--- src/rtl/activation_feeder.sv ---
// Source-side feeder: buffers an n*n activation map and a k*k kernel, streams the map row-major
// with ce qualification, then flushes until end_op. Optional frame counter: FEEDER_PERF_CNT_EN.
module activation_feeder #(
    parameter int N         = 16,
    parameter int n         = 4,
    parameter int k         = 3,
    parameter int DRAIN_MAX = 64
) (
    input  logic                   clk,
    input  logic                   global_rst,
    input  logic                   wr_en,
    input  logic [$clog2(n*n)-1:0] wr_addr,
    input  logic [N-1:0]           wr_data,
    input  logic                   w_wr_en,
    input  logic [$clog2(k*k)-1:0] w_idx,
    input  logic [N-1:0]           w_data,
    input  logic                   start,
    input  logic                   stall,
    input  logic                   end_op,
    output logic [N-1:0]           activation,
    output logic [k*k*N-1:0]       weight,
    output logic                   ce,
    output logic                   busy,
    output logic                   done,
    output logic                   err_timeout,
    output logic [15:0]            cycle_cnt
);

    localparam int DEPTH = n * n;
    localparam int AW    = $clog2(DEPTH);
    localparam int KK    = k * k;
    localparam int KW    = $clog2(KK);
    localparam int DW    = $clog2(DRAIN_MAX + 1);

    localparam logic [AW-1:0] LAST_PIX    = AW'(DEPTH - 1);
    localparam logic [DW-1:0] DRAIN_LIMIT = DW'(DRAIN_MAX);

    typedef enum logic [1:0] {
        IDLE,
        STREAM,
        DRAIN,
        DONE
    } state_t;

    state_t          state, state_d;
    logic [AW-1:0]   pix, pix_d;
    logic [DW-1:0]   drain_cnt, drain_d;
    logic [N-1:0]    act_d;
    logic            ce_d, busy_d, err_d;
    logic            addr_ok, idx_ok;
    logic [N-1:0]    mem [DEPTH];

    // Range checks only exist when the address space is larger than the storage.
    generate
        if (DEPTH == (1 << AW)) begin : g_addr_full
            assign addr_ok = 1'b1;
        end else begin : g_addr_part
            assign addr_ok = (wr_addr < AW'(DEPTH));
        end
        if (KK == (1 << KW)) begin : g_idx_full
            assign idx_ok = 1'b1;
        end else begin : g_idx_part
            assign idx_ok = (w_idx < KW'(KK));
        end
    endgenerate

    // NOTE: the buffer has no reset; its contents after reset are don't-care, and leaving it
    // out of the reset tree lets it map onto plain RAM.
    always_ff @(posedge clk) begin
        if (wr_en && (state == IDLE) && addr_ok) begin
            mem[wr_addr] <= wr_data;
        end
    end

    // NOTE: every variable gets a default before the case so no path leaves one unassigned,
    // which would otherwise infer a latch.
    always_comb begin
        state_d = state;
        pix_d   = pix;
        drain_d = drain_cnt;
        act_d   = activation;
        ce_d    = 1'b0;
        busy_d  = busy;
        err_d   = err_timeout;
        case (state)
            IDLE: begin
                if (start) begin
                    state_d = STREAM;
                    pix_d   = '0;
                    drain_d = '0;
                    busy_d  = 1'b1;
                    err_d   = 1'b0;
                end
            end
            STREAM: begin
                if (!stall) begin
                    ce_d  = 1'b1;
                    act_d = mem[pix];
                    if (pix == LAST_PIX) begin
                        pix_d   = '0;
                        drain_d = '0;
                        state_d = DRAIN;
                    end else begin
                        pix_d = pix + AW'(1);
                    end
                end
            end
            DRAIN: begin
                // end_op outranks the timeout when both land on the same edge.
                if (end_op) begin
                    state_d = DONE;
                end else if (drain_cnt == DRAIN_LIMIT) begin
                    err_d   = 1'b1;
                    state_d = DONE;
                end else if (!stall) begin
                    ce_d    = 1'b1;
                    act_d   = '0;
                    drain_d = drain_cnt + DW'(1);
                end
            end
            DONE: begin
                busy_d  = 1'b0;
                state_d = IDLE;
            end
            default: begin
                state_d = IDLE;
            end
        endcase
    end

    // NOTE: sequential state uses non-blocking assignments so all registers update together
    // from the values sampled at the edge.
    always_ff @(posedge clk or negedge global_rst) begin
        if (!global_rst) begin
            state <= IDLE;
        end else begin
            state <= state_d;
        end
    end

    always_ff @(posedge clk or negedge global_rst) begin
        if (!global_rst) begin
            pix         <= '0;
            drain_cnt   <= '0;
            activation  <= '0;
            ce          <= 1'b0;
            busy        <= 1'b0;
            err_timeout <= 1'b0;
        end else begin
            pix         <= pix_d;
            drain_cnt   <= drain_d;
            activation  <= act_d;
            ce          <= ce_d;
            busy        <= busy_d;
            err_timeout <= err_d;
        end
    end

    always_ff @(posedge clk or negedge global_rst) begin
        if (!global_rst) begin
            weight <= '0;
        end else if (w_wr_en && (state == IDLE) && idx_ok) begin
            weight[int'(w_idx)*N +: N] <= w_data;
        end
    end

    assign done = (state == DONE);

`ifdef FEEDER_PERF_CNT_EN
    logic [15:0] perf_cnt;

    always_ff @(posedge clk or negedge global_rst) begin
        if (!global_rst) begin
            perf_cnt <= '0;
        end else if ((state == IDLE) && start) begin
            perf_cnt <= '0;
        end else if (busy && (perf_cnt != 16'hFFFF)) begin
            perf_cnt <= perf_cnt + 16'd1;
        end
    end

    assign cycle_cnt = perf_cnt;
`else
    assign cycle_cnt = '0;
`endif

endmodule

--- config.mk ---
export PLATFORM = sky130hd
export DESIGN_NAME = activation_feeder
export DESIGN_NICKNAME = d
export VERILOG_FILES = /design/src/rtl/activation_feeder.sv
export SDC_FILE = /design/constraint.sdc
export NUM_CORES = 1
export LEC_CHECK = 0
export CORE_ASPECT_RATIO = 0.7
export CORE_MARGIN = 2
export CORE_UTILIZATION = 40
export CTS_BUF_LIST = sky130_fd_sc_hd__clkbuf_16
export DETAILED_ROUTE_END_ITERATION = 6
export HOLD_SLACK_MARGIN = 0.12
export PLACE_DENSITY_LB_ADDON = 0.25
export SYNTH_ARGS = -nofsm -noshare
export SYNTH_HDL_FRONTEND = slang
export SYNTH_SLANG_ARGS = --single-unit
--- constraint.sdc ---
create_clock -name clk -period 8.3 [get_ports clk]
set_clock_uncertainty 0.1 [all_clocks]
set_input_delay 1.245 -clock clk [delete_from_list [all_inputs] [get_ports clk]]
set_output_delay 1.245 -clock clk [all_outputs]
set_load 0.01 [all_outputs]
# Word level (Yosys, flattened, before mapping)
# Memories as Yosys holds them, arrays and structs flattened.
# Cells that the tools add are included.
[word_totals]
register_bits = 176
latch_bits = 0
mem_bits_rw = 256
mem_bits_ro = 0
input_bits = 47
output_inout_bits = 180
word_cells = 78
mem_count = 1
[op_classes]
addsub = 3
multipliers = 0
n_div = 0
order_cmp = 1
n_eq_ne = 13
shifts = 2
mux = 35
bitwise_logic = 0
reduce_logical = 15
[memory_table]
columns = ["memory", "words", "width", "read_ports", "rd_ports_with_merged_regs", "write_ports", "line_no", "rtl"]
rows = [
  ["mem", 16, 16, 1, 0, 1, "51", "logic [N-1:0] mem [DEPTH];"],
]
[op_table]
columns = ["cell", "n"]
rows = [
  ["bitwise mux 144 bit", 1],
  ["variable shift 16 x 33 -> 144 bit (first input constant)", 1],
  ["indexed part select 16 x 33 -> 144 bit", 1],
  ["2-to-1 mux 16 bit", 4],
  ["2-to-1 mux 7 bit", 6],
  ["negator 8 -> 33 bit", 1],
  ["case mux 16 bit (2 select lines)", 1],
  ["case mux 7 bit (3 select lines)", 1],
  ["inequality test 2 bit (second input constant)", 7],
  ["2-to-1 mux 4 bit", 3],
  ["2-to-1 mux 2 bit", 5],
  ["2-to-1 mux 1 bit", 9],
  ["case mux 2 bit (4 select lines)", 1],
  ["case mux 4 bit (2 select lines)", 1],
  ["AND reduction 4 bit", 2],
  ["nonzero test 2 bit", 4],
  ["adder 7 x 1 -> 7 bit (second input constant)", 1],
  ["== test 7 bit (second input constant)", 1],
  ["AND reduction 7 bit", 1],
  ["case mux 1 bit (2 select lines)", 3],
  ["AND reduction 5 bit", 1],
  ["adder 4 x 1 -> 4 bit (second input constant)", 1],
  ["== test 2 bit (second input constant)", 2],
  ["== test 4 bit (second input constant)", 1],
  ["8 further kinds", 10],
]

# Depth between registers and ports, before layout
# Gate-level depths: netlist of the first run.
[logic_depth]
depth_word = 5
mapped_depth = 9
depth_no_buf = 6

# Least setup slack after synthesis of the first run
# No wires, ideal clock.
[synth_path]
path_kind = "input to register"
from = "in wr_addr[2]"
to = "mem mem[0][0] (enable)"
setup_ns = 0.409
arrival_ns = 2.811
setup_slack_ns = 4.979
cell_stages = 2
path_buffers = 0
path_cell_list = "or3_1 -> nor3_1"
[synth_rtl]
columns = ["item", "line_no", "rtl"]
rows = [
  ["start, declared", "12", "input logic [$clog2(n*n)-1:0] wr_addr,"],
  ["end, declared", "51", ""],
]
# Straight into the memory's write port.

# Final worst setup path of the first run
[layout_path]
from = "in w_idx[0]"
to = "reg weight[35]"
[layout_between]
elab_chain_len = 3
word_cells_on_any_way = 6
cone_classes = "add/sub (1); order compare (1); shift (2); mux (1); reduce/logical (1)"
[layout_rtl]
columns = ["item", "line_no", "rtl"]
rows = [
  ["start, declared", "15", "input logic [$clog2(k*k)-1:0] w_idx,"],
  ["negator 8 -> 33 bit", "163", "weight[int'(w_idx)*N +: N] <= w_data;"],
  ["indexed part select 16 x 33 -> 144 bit / variable shift 16 x 33 -> 144 bit (equally long branches)", "163", ""],
  ["bitwise mux 144 bit", "163", ""],
  ["end signal, assigned by index", "163", ""],
  ["end, declared", "21", "output logic [k*k*N-1:0] weight,"],
]
# Several ways; a longest one is shown, not always the timed one.
# A chain may end at the register's enable or synchronous reset.

==> results of run 1 <==
-- layout by cell type (no fill, tap or decap), types with 7 or more instances in the layout --
master / count
and4_1: 11
buf_4: 28
nor2_1: 20
inv_1: 84
clkinv_1: 11
conb_1: 16
mux2_2: 7
mux2_4: 10
and3_1: 15
o211ai_1: 20
nand3_1: 41
and3_2: 10
clkbuf_16: 45
a22oi_1: 45
ha_1: 12
mux4_2: 34
o21ai_0: 88
clkdlybuf4s50_1: 209
nand2_1: 142
dfrtp_1: 175
edfxtp_1: 256
a21o_1: 17
mux2i_1: 96
-- worst reg2reg max path, cell delays in order, from the launching register on --
cell	delay [ps]
dfrtp_1	410
inv_1	100
ha_1	360
nand3_1	230
nor3_2	740
and2_1	930
mux2i_1	310
-- final timing paths --
| check | slack [ps] | to | cells past startpoint |
|---|---|---|---|
| max | 3960 | weight[35] | 7 |
| min in group asynchronous | 720 | busy | 1 |
| max in group asynchronous | 5870 | weight[22] | 2 |
| min reg2reg | 380 | weight[13] | 2 |
| max reg2reg | 5030 | weight[35] | 6 |
| min | 380 | weight[13] | 2 |
-- layout make-up --
class	count	area, sq um	share of cell area (%)
repair buffers	238	2320	10.6
flip-flops and latches	432	12100	55.4
clock buffers	45	1130	5.16
multi-input cells	659	4960	22.7
inverters	74	278	1.27
clock inverters	37	299	1.37
well taps	594	743	3.41
-- metrics by stage --
stage / total power, mW / area, sq um / instances / utilization, % / hold WS, ps
detailed placement: 4.36 / 20400 / 1997 / 46.7 / 369
CTS: 6.35 / 21800 / 2079 / 50.0 / 383
global placement: 4.33 / 20400 / 1997 / 46.7 / 361
global route: 6.60 / 21800 / 2079 / 50.0 / 401
finish: 6.28 / 21800 / 2079 / 50.0 / 377
floorplan: 3.60 / 17700 / 1249 / - / 411
-- kinds of logic (layout without fill, tap and decap cells) --
logic type	count (synthesis)	in the layout
buf+inv	158	394
simple gates	290	290
flops	432	432
mux	148	148
compound gates	192	192
fa+ha+maj	12	12
xor+xnor	1	1
other cells	1	16
-- power by group through the flow --
stage	clock [mW]	combinational, mW	sequential (mW)
5_1_grt	2.11	1.75	2.73
3_5_place_dp	0	1.62	2.74
4_1_cts	2.02	1.63	2.70
3_3_place_gp	0	1.60	2.73
6_report	1.97	1.62	2.69
2_1_floorplan	0	0.873	2.72
-- layer usage --
metal  up-vias  routed length [um]  track usage, %
li1       4949                   -               -
met1      5588               21600            31.0
met2       323               20500            30.3
met3        72                2850            3.78
met4         0                 907            5.15
met5         -                   0               0
-- flip-flops by register name (all words and copies together) (netlist names) --
signal,count
busy,1
err_timeout,1
mem,256
state,2
ce,1
weight,144
drain_cnt,7
pix,4
activation,16
==> impl_metrics.yaml, run 1 <==
status:
  status: "finished clean"
worst_hold_path:
  worstHoldStart: "weight[13]"
  hp-class: "flop to flop"
synthesis:
  synth-simple-area-share_pct: 8.38
  synth_cell_types: 59
  synth_top_area_share_pct: 43.6
  synth_top_family_by_area: "multiplexers"
  synth_mux_area_share_pct: 11.2
  synth_enable_flop_cells: 256
  synth_common_cells: "edfxtp_1, dfrtp_1, nand2_1"
  synth_most_common_cell: "edfxtp_1"
  ys_warn_count: 0
  ys_seq_elements: 432
  synth_fa_ha_area_share_pct: 0.851
  syn_avg_cell_area_sq_um: 14.3
  synth_top_area_cell: "edfxtp_1"
  synthXorXnorAreaFrac_pct: 0.0496
  syn_area_sq_um: 17600
  yosysSeqAreaShare_pct: 68.5
  synth.top_cells.by_area: "edfxtp_1, dfrtp_1, mux2i_1"
  syn_inst: 1234
  ys_async_sr_fraction_pct: 40.7
  synth_compound_area_share_pct: 6.94
  synth_flop_cell: "edfxtp_1"
sta:
  finalCritPeriodShare_pct: 52.3
  setup-tns-final_ps: 0
  drv_slew: 0
  rsz0062_at_grt: "false"
  relSlewSlack_pct: 20.7
  hold_violations: 0
  fin_ws_ps: 3960
  fin_crit_ps: 4340
  max_freq_mhz: 230
  setup_viol: 0
  tightest_slew_ps: 1180
route:
  route.detailed.wl_per_inst_um: 22.0
  drc: 0
  wl_um: 45800
  num_vias: 10900
  via_per_inst: 5.26
  dr.pass1.iters: 7
  initialDrtViolationCount: 947
  ant_nets: 0
placed_design:
  routabilityCongestion: 0.833
  hpwl_um: 29300
  io_buffers: 210
  place_ws_ps: 3440
clocking:
  postCtsHoldBufs: 0
  post_cts_buffers: 0
  cts_htree_levels: 2
  clkTransAtPathRegs_ps: 60
  cts_tree: "yes"
  cts.sinks: 432
  root_buffer: "clkbuf_16"
  cts_buffers: 44
  cts_resized: 0
  cts.path.max_buffers: 3
  clock_latency_ps: 560
setup_path:
  worstPathRequired_ps: 8660
  timing.critical_path.buf_inv: 2
  worstReg2RegStart: "state[1]"
  cp_cell_sequence: "clkdlybuf4s50_1, inv_1, ha_1, xor2_2, nor3_2, and2_1, mux2i_1"
  critPathMaxStageDelay_ps: 920
  critPathArrivalTime_ps: 4700
  crit_fanout: 21
  critPathLaunchType: "input port"
  cp-startpoint: "w_idx[0]"
  crit_path_end_kind: "flop"
  path_delay_family: "simple AND/OR/NAND/NOR gates"
  crit_type: "input port to flop"
  slowest_stage: "and2_1"
floorplanning:
  io_pins: 227
  start_util_pct: 40.4
  die_w_um: 255
  fp.dieArea_sq_um: 45800
  rows: 64
  core_sq_um: 43600
  die_h_um: 180
power:
  vdd_ir_drop_max_uv: 182
  pwr-share-seq_pct: 42.9
  power.switching_mw: 1.89
  p_comb_share_pct: 25.8
  p_leak_nw: 8.40
  clkPwrFrac_pct: 31.3
  switching_share_pct: 30.1
  p_per_area_nw_per_um2: 288
  internal-power_mw: 4.39
grt:
  antenna_found_initial: 8
  grt_max_degree: 116
  grt_use_total_pct: 20.4
  grt_pass1_vias: 11100
  grt_pass1_wl_um: 70700
  grt_remaining_overflow: 0
flow_run:
  cap_violations: 0
finish:
  syn_to_final_growth_pct: 23.6
  diodes: 0
  drive_gt1_share_pct: 12.0
  fillerInstances: 3713
  final_net_count: 1508
Note: power is estimated with default switching activity, not from simulation.
==> run 2, diff against run 1 <==
==> constraint.sdc (replaced) <==
create_clock -name clk -period 4 [get_ports clk]
set_clock_uncertainty 0.1 [all_clocks]
set_input_delay 0.6 -clock clk [delete_from_list [all_inputs] [get_ports clk]]
set_output_delay 0.6 -clock clk [all_outputs]
set_load 0.01 [all_outputs]
==> impl_metrics.yaml, run 2 (synthesized netlist as in run 1, its figures left out) <==
clocking:
  cts_htree_levels: 2
  cts_tree: "yes"
  root_buffer: "clkbuf_16"
  cts.path.max_buffers: 3
  cts_buffers: 44
  clkTransAtPathRegs_ps: 60
  cts_resized: 0
  post_cts_buffers: 0
  postCtsHoldBufs: 1
  cts.sinks: 432
  clock_latency_ps: 590
floorplanning:
  die_h_um: 180
  start_util_pct: 40.4
  io_pins: 227
  fp.dieArea_sq_um: 45800
  core_sq_um: 43600
  rows: 64
  die_w_um: 255
route:
  wl_um: 46000
  route.detailed.wl_per_inst_um: 22.0
  initialDrtViolationCount: 919
  num_vias: 10900
  ant_nets: 0
  drc: 0
  via_per_inst: 5.20
  dr.pass1.iters: 5
setup_path:
  crit_fanout: 17
  critPathMaxStageDelay_ps: 590
  critPathLaunchType: "input port"
  worstPathRequired_ps: 4350
  cp_cell_sequence: "clkdlybuf4s50_1, nor3_1, ha_1, or3b_1, mux2i_2, buf_4, nand3_1, a21o_1"
  crit_path_end_kind: "flop"
  crit_type: "input port to flop"
  slowest_stage: "clkdlybuf4s50_1"
  critPathArrivalTime_ps: 3280
grt:
  grt_pass1_vias: 10900
  antenna_found_initial: 10
  grt_pass1_wl_um: 70100
  grt_max_degree: 92
  grt_remaining_overflow: 0
  grt_use_total_pct: 20.3
power:
  p_comb_share_pct: 26.0
  switching_share_pct: 30.0
  p_per_area_nw_per_um2: 594
  power_mw: 13.1
  pwr-share-seq_pct: 42.5
  internal-power_mw: 9.15
  p_leak_nw: 8.50
  clkPwrFrac_pct: 31.4
  vdd_ir_drop_max_uv: 432
  power.switching_mw: 3.93
placed_design:
  hpwl_um: 29800
  routabilityCongestion: 0.839
  io_buffers: 210
  place_ws_ps: 491
sta:
  hold_violations: 0
  drv_slew: 0
  rsz0062_at_grt: "false"
  whs_ps: 377
  relSlewSlack_pct: 36.2
  setup-tns-final_ps: 0
  setup_viol: 0
  fin_crit_ps: 2940
  fin_ws_ps: 1060
  tightest_slew_ps: 956
  max_freq_mhz: 340
  finalCritPeriodShare_pct: 73.4
finish:
  layout_common_cells: "edfxtp_1, clkdlybuf4s50_1, dfrtp_1"
  final_common_cell: "edfxtp_1"
  final_net_count: 1526
  largest_registers: "mem (256), weight (144), activation (16)"
  utilization_pct: 50.4
  top_register: "mem"
  drive_gt1_share_pct: 12.9
  syn_to_final_growth_pct: 24.7
  largest_reg_flops: 256
status:
  status: "finished clean"
worst_hold_path:
  hp-class: "flop to flop"
flow_run:
  cap_violations: 0
-- run 2: path summary, 6_finish.rpt --
check | from | to | slack, ps | cells past startpoint
worst max-delay path | w_idx[0] | weight[65] | 1060 | 8
worst min-delay path | weight[112] | weight[112] | 380 | 2
worst max register to register | state[0] | mem[0][4] | 1210 | 6
worst min register to register | weight[112] | weight[112] | 380 | 2
max in group asynchronous | global_rst | weight[18] | 2340 | 3
min in group asynchronous | global_rst | ce | 560 | 2
-- run 2: power by group through the flow --
stage | clock, mW | sequential (mW) | combinational [mW]
finish | 4.11 | 5.56 | 3.41
global placement | 0 | 5.64 | 3.39
CTS | 4.20 | 5.56 | 3.45
global route | 4.41 | 5.62 | 3.70
floorplan | 0 | 5.65 | 1.81
detailed placement | 0 | 5.64 | 3.43
-- run 2: critical path: cells and delay by family --
kind	cells	cell delay (ps)
compound gates	1	320
fa+ha+maj	1	230
buf+inv	2	820
mux	1	200
simple gates	3	1090
-- run 2: cell type report --
type,instances,area [sq um]
antenna,1,2.50
clock buffer,44,1100
clock inverter,33,333
fill,3660,21600
inverter,74,278
multi-input combinational,659,4960
sequential,432,12100
tap,594,743
timing repair buffer,256,2490
-- run 2: per-layer routing --
| layer | up-vias | share of wire (%) | GRT usage [%] |
|---|---|---|---|
| met5 | - | 0 | 0 |
| met4 | 0 | 1.5 | 3.95 |
| met3 | 54 | 6.7 | 4.55 |
| met2 | 322 | 46 | 30.9 |
| met1 | 5543 | 46 | 30.1 |
| li1 | 4968 | - | - |
-- run 2: per-stage QoR --
step	cells	cell area [sq um]
4_1_cts	2092	22000
3_3_place_gp	2014	20600
3_5_place_dp	2014	20600
5_1_grt	2093	22000
6_report	2093	22000
2_1_floorplan	1249	17700
==> run 3, diff against run 2 <==
==> constraint.sdc (replaced) <==
create_clock -name clk -period 2.5 [get_ports clk]
set_clock_uncertainty 0.1 [all_clocks]
set_input_delay 0.375 -clock clk [delete_from_list [all_inputs] [get_ports clk]]
set_output_delay 0.375 -clock clk [all_outputs]
set_load 0.01 [all_outputs]
==> impl_metrics.yaml, run 3 (synthesized netlist as in run 1, its figures left out) <==
status:
  status: "finished clean"
finish:
  final_common_cell: "edfxtp_1"
  top_register: "mem"
  largest_registers: "mem (256), weight (144), activation (16)"
  drive_gt1_share_pct: 16.2
  final_net_count: 1582
  final_cells: 2153
  syn_to_final_growth_pct: 28.6
  diodes: 0
  largest_reg_flops: 256
  layout_common_cells: "edfxtp_1, clkdlybuf4s50_1, dfrtp_1"
setup_path:
  worstPathRequired_ps: 2830
  crit_path_end_kind: "flop"
  worstSetupPathDepth: 8
  timing.critical_path.buf_inv: 2
  worstReg2RegStart: "state[1]"
  reg2reg_depth: 5
  crit_fanout: 16
  crit_type: "input port to flop"
  critPathLaunchType: "input port"
  slowest_stage: "clkdlybuf4s50_1"
  r2r_end: "activation[9]"
  r2r_slack_ps: 210
  path_delay_family: "simple AND/OR/NAND/NOR gates"
  critPathArrivalTime_ps: 2650
  critPathMaxStageDelay_ps: 440
  cp_cell_sequence: "clkdlybuf4s50_1, nor3_1, ha_1, or3b_1, mux2i_2, o2111a_1, buf_12, mux2_2"
sta:
  relSlewSlack_pct: 41.0
  finalCritPeriodShare_pct: 92.7
  setup_viol: 0
  max_freq_mhz: 431
  tightest_slew_ps: 885
  fin_crit_ps: 2320
  fin_ws_ps: 182
  drv_slew: 0
  hold_violations: 0
  rsz0062_at_grt: "false"
  whs_ps: 295
placed_design:
  io_buffers: 210
  dp_cells: 2070
  hpwl_um: 31400
  place_ws_ps: -374
  routabilityCongestion: 0.837
grt:
  grt_remaining_overflow: 0
  grt_max_degree: 60
  grt_use_total_pct: 20.7
  grt_pass1_wl_um: 71500
  grt_pass1_vias: 11300
  antenna_found_initial: 6
power:
  pwr-share-seq_pct: 41.8
  power_mw: 21.1
  p_leak_nw: 8.87
  p_comb_share_pct: 27.6
  clkPwrFrac_pct: 30.6
  power.switching_mw: 6.32
  switching_share_pct: 29.9
  vdd_ir_drop_max_uv: 496
  p_per_area_nw_per_um2: 932
  internal-power_mw: 14.8
clocking:
  clock_latency_ps: 570
  clkTransAtPathRegs_ps: 60
  root_buffer: "clkbuf_16"
  cts_buffers: 44
  postCtsHoldBufs: 1
  cts_htree_levels: 2
  post_cts_buffers: 0
  cts.sinks: 432
  cts.path.max_buffers: 3
  cts_resized: 0
  cts_tree: "yes"
route:
  ant_nets: 0
  initialDrtViolationCount: 799
  route.detailed.wl_per_inst_um: 21.6
  via_per_inst: 5.21
  num_vias: 11200
  drc: 0
  dr.pass1.iters: 5
  wl_um: 46600
floorplanning:
  io_pins: 227
  die_h_um: 180
  rows: 64
  start_util_pct: 40.4
  fp.dieArea_sq_um: 45800
  die_w_um: 255
  core_sq_um: 43600
flow_run:
  cap_violations: 0
worst_hold_path:
  hp-class: "input port to async pin"
run 3: changes by cell type in the layout (fill, tap and decap cells not counted), sizes merged:
cell,change
buf,+56
inv,+5
clkinvlp,+2
bufinv,-1
clkinv,-1
diode,-1
run 3: cell type report:
cell class / count / area [sq um]
clock buffer: 44 / 1100
fill: 3660 / 20900
inverter: 74 / 278
sequential: 432 / 12100
tap: 594 / 743
clock inverter: 38 / 337
multi-input combinational: 659 / 4950
timing repair buffer: 312 / 3190
run 3: worst max path at each step:
stage | from | end
after detailed placement | w_idx[0] | weight[128]
final | w_idx[0] | weight[131]
after floorplan | w_idx[0] | weight[133]
after CTS | state[1] | activation[11]
after global routing | state[0] | activation[11]
after global placement | w_idx[1] | weight[130]
run 3: power groups by stage:
stage / sequential (mW) / combinational [mW] / clock [mW]
after floorplan: 9.05 / 2.90 / 0
after global placement: 8.97 / 5.80 / 0
after detailed placement: 8.98 / 5.88 / 0
after CTS: 8.85 / 5.90 / 6.64
after global routing: 8.93 / 6.32 / 6.96
final: 8.84 / 5.84 / 6.47
run 3: layer usage:
layer  global-route usage (%)  share of wire [%]  vias to the layer above
met1                     30.7                 46                     5738
met5                        0              0.036                        -
met3                     4.04                6.0                       83
li1                         -                  -                     5085
met4                     5.71                2.3                        2
met2                     31.1                 46                      301
run 3: through the flow:
stage                     cell area (sq um)  utilization [%]  setup TNS [ps]
after global routing                  22700             52.0               0
after detailed placement              21200             48.7          -23190
after CTS                             22700             52.0               0
after global placement                21200             48.7          -22620
after floorplan                       17700                -               0
final                                 22700             52.0               0
run 3: worst register-to-register path, delay by kind of cell (launching register included):
kind,cells,cell delay (ps)
AOI/OAI and AO/OA,2,430
DFF,1,400
buffers and inverters,1,80
adders and majority gates,1,390
and+or+nand+nor,1,810
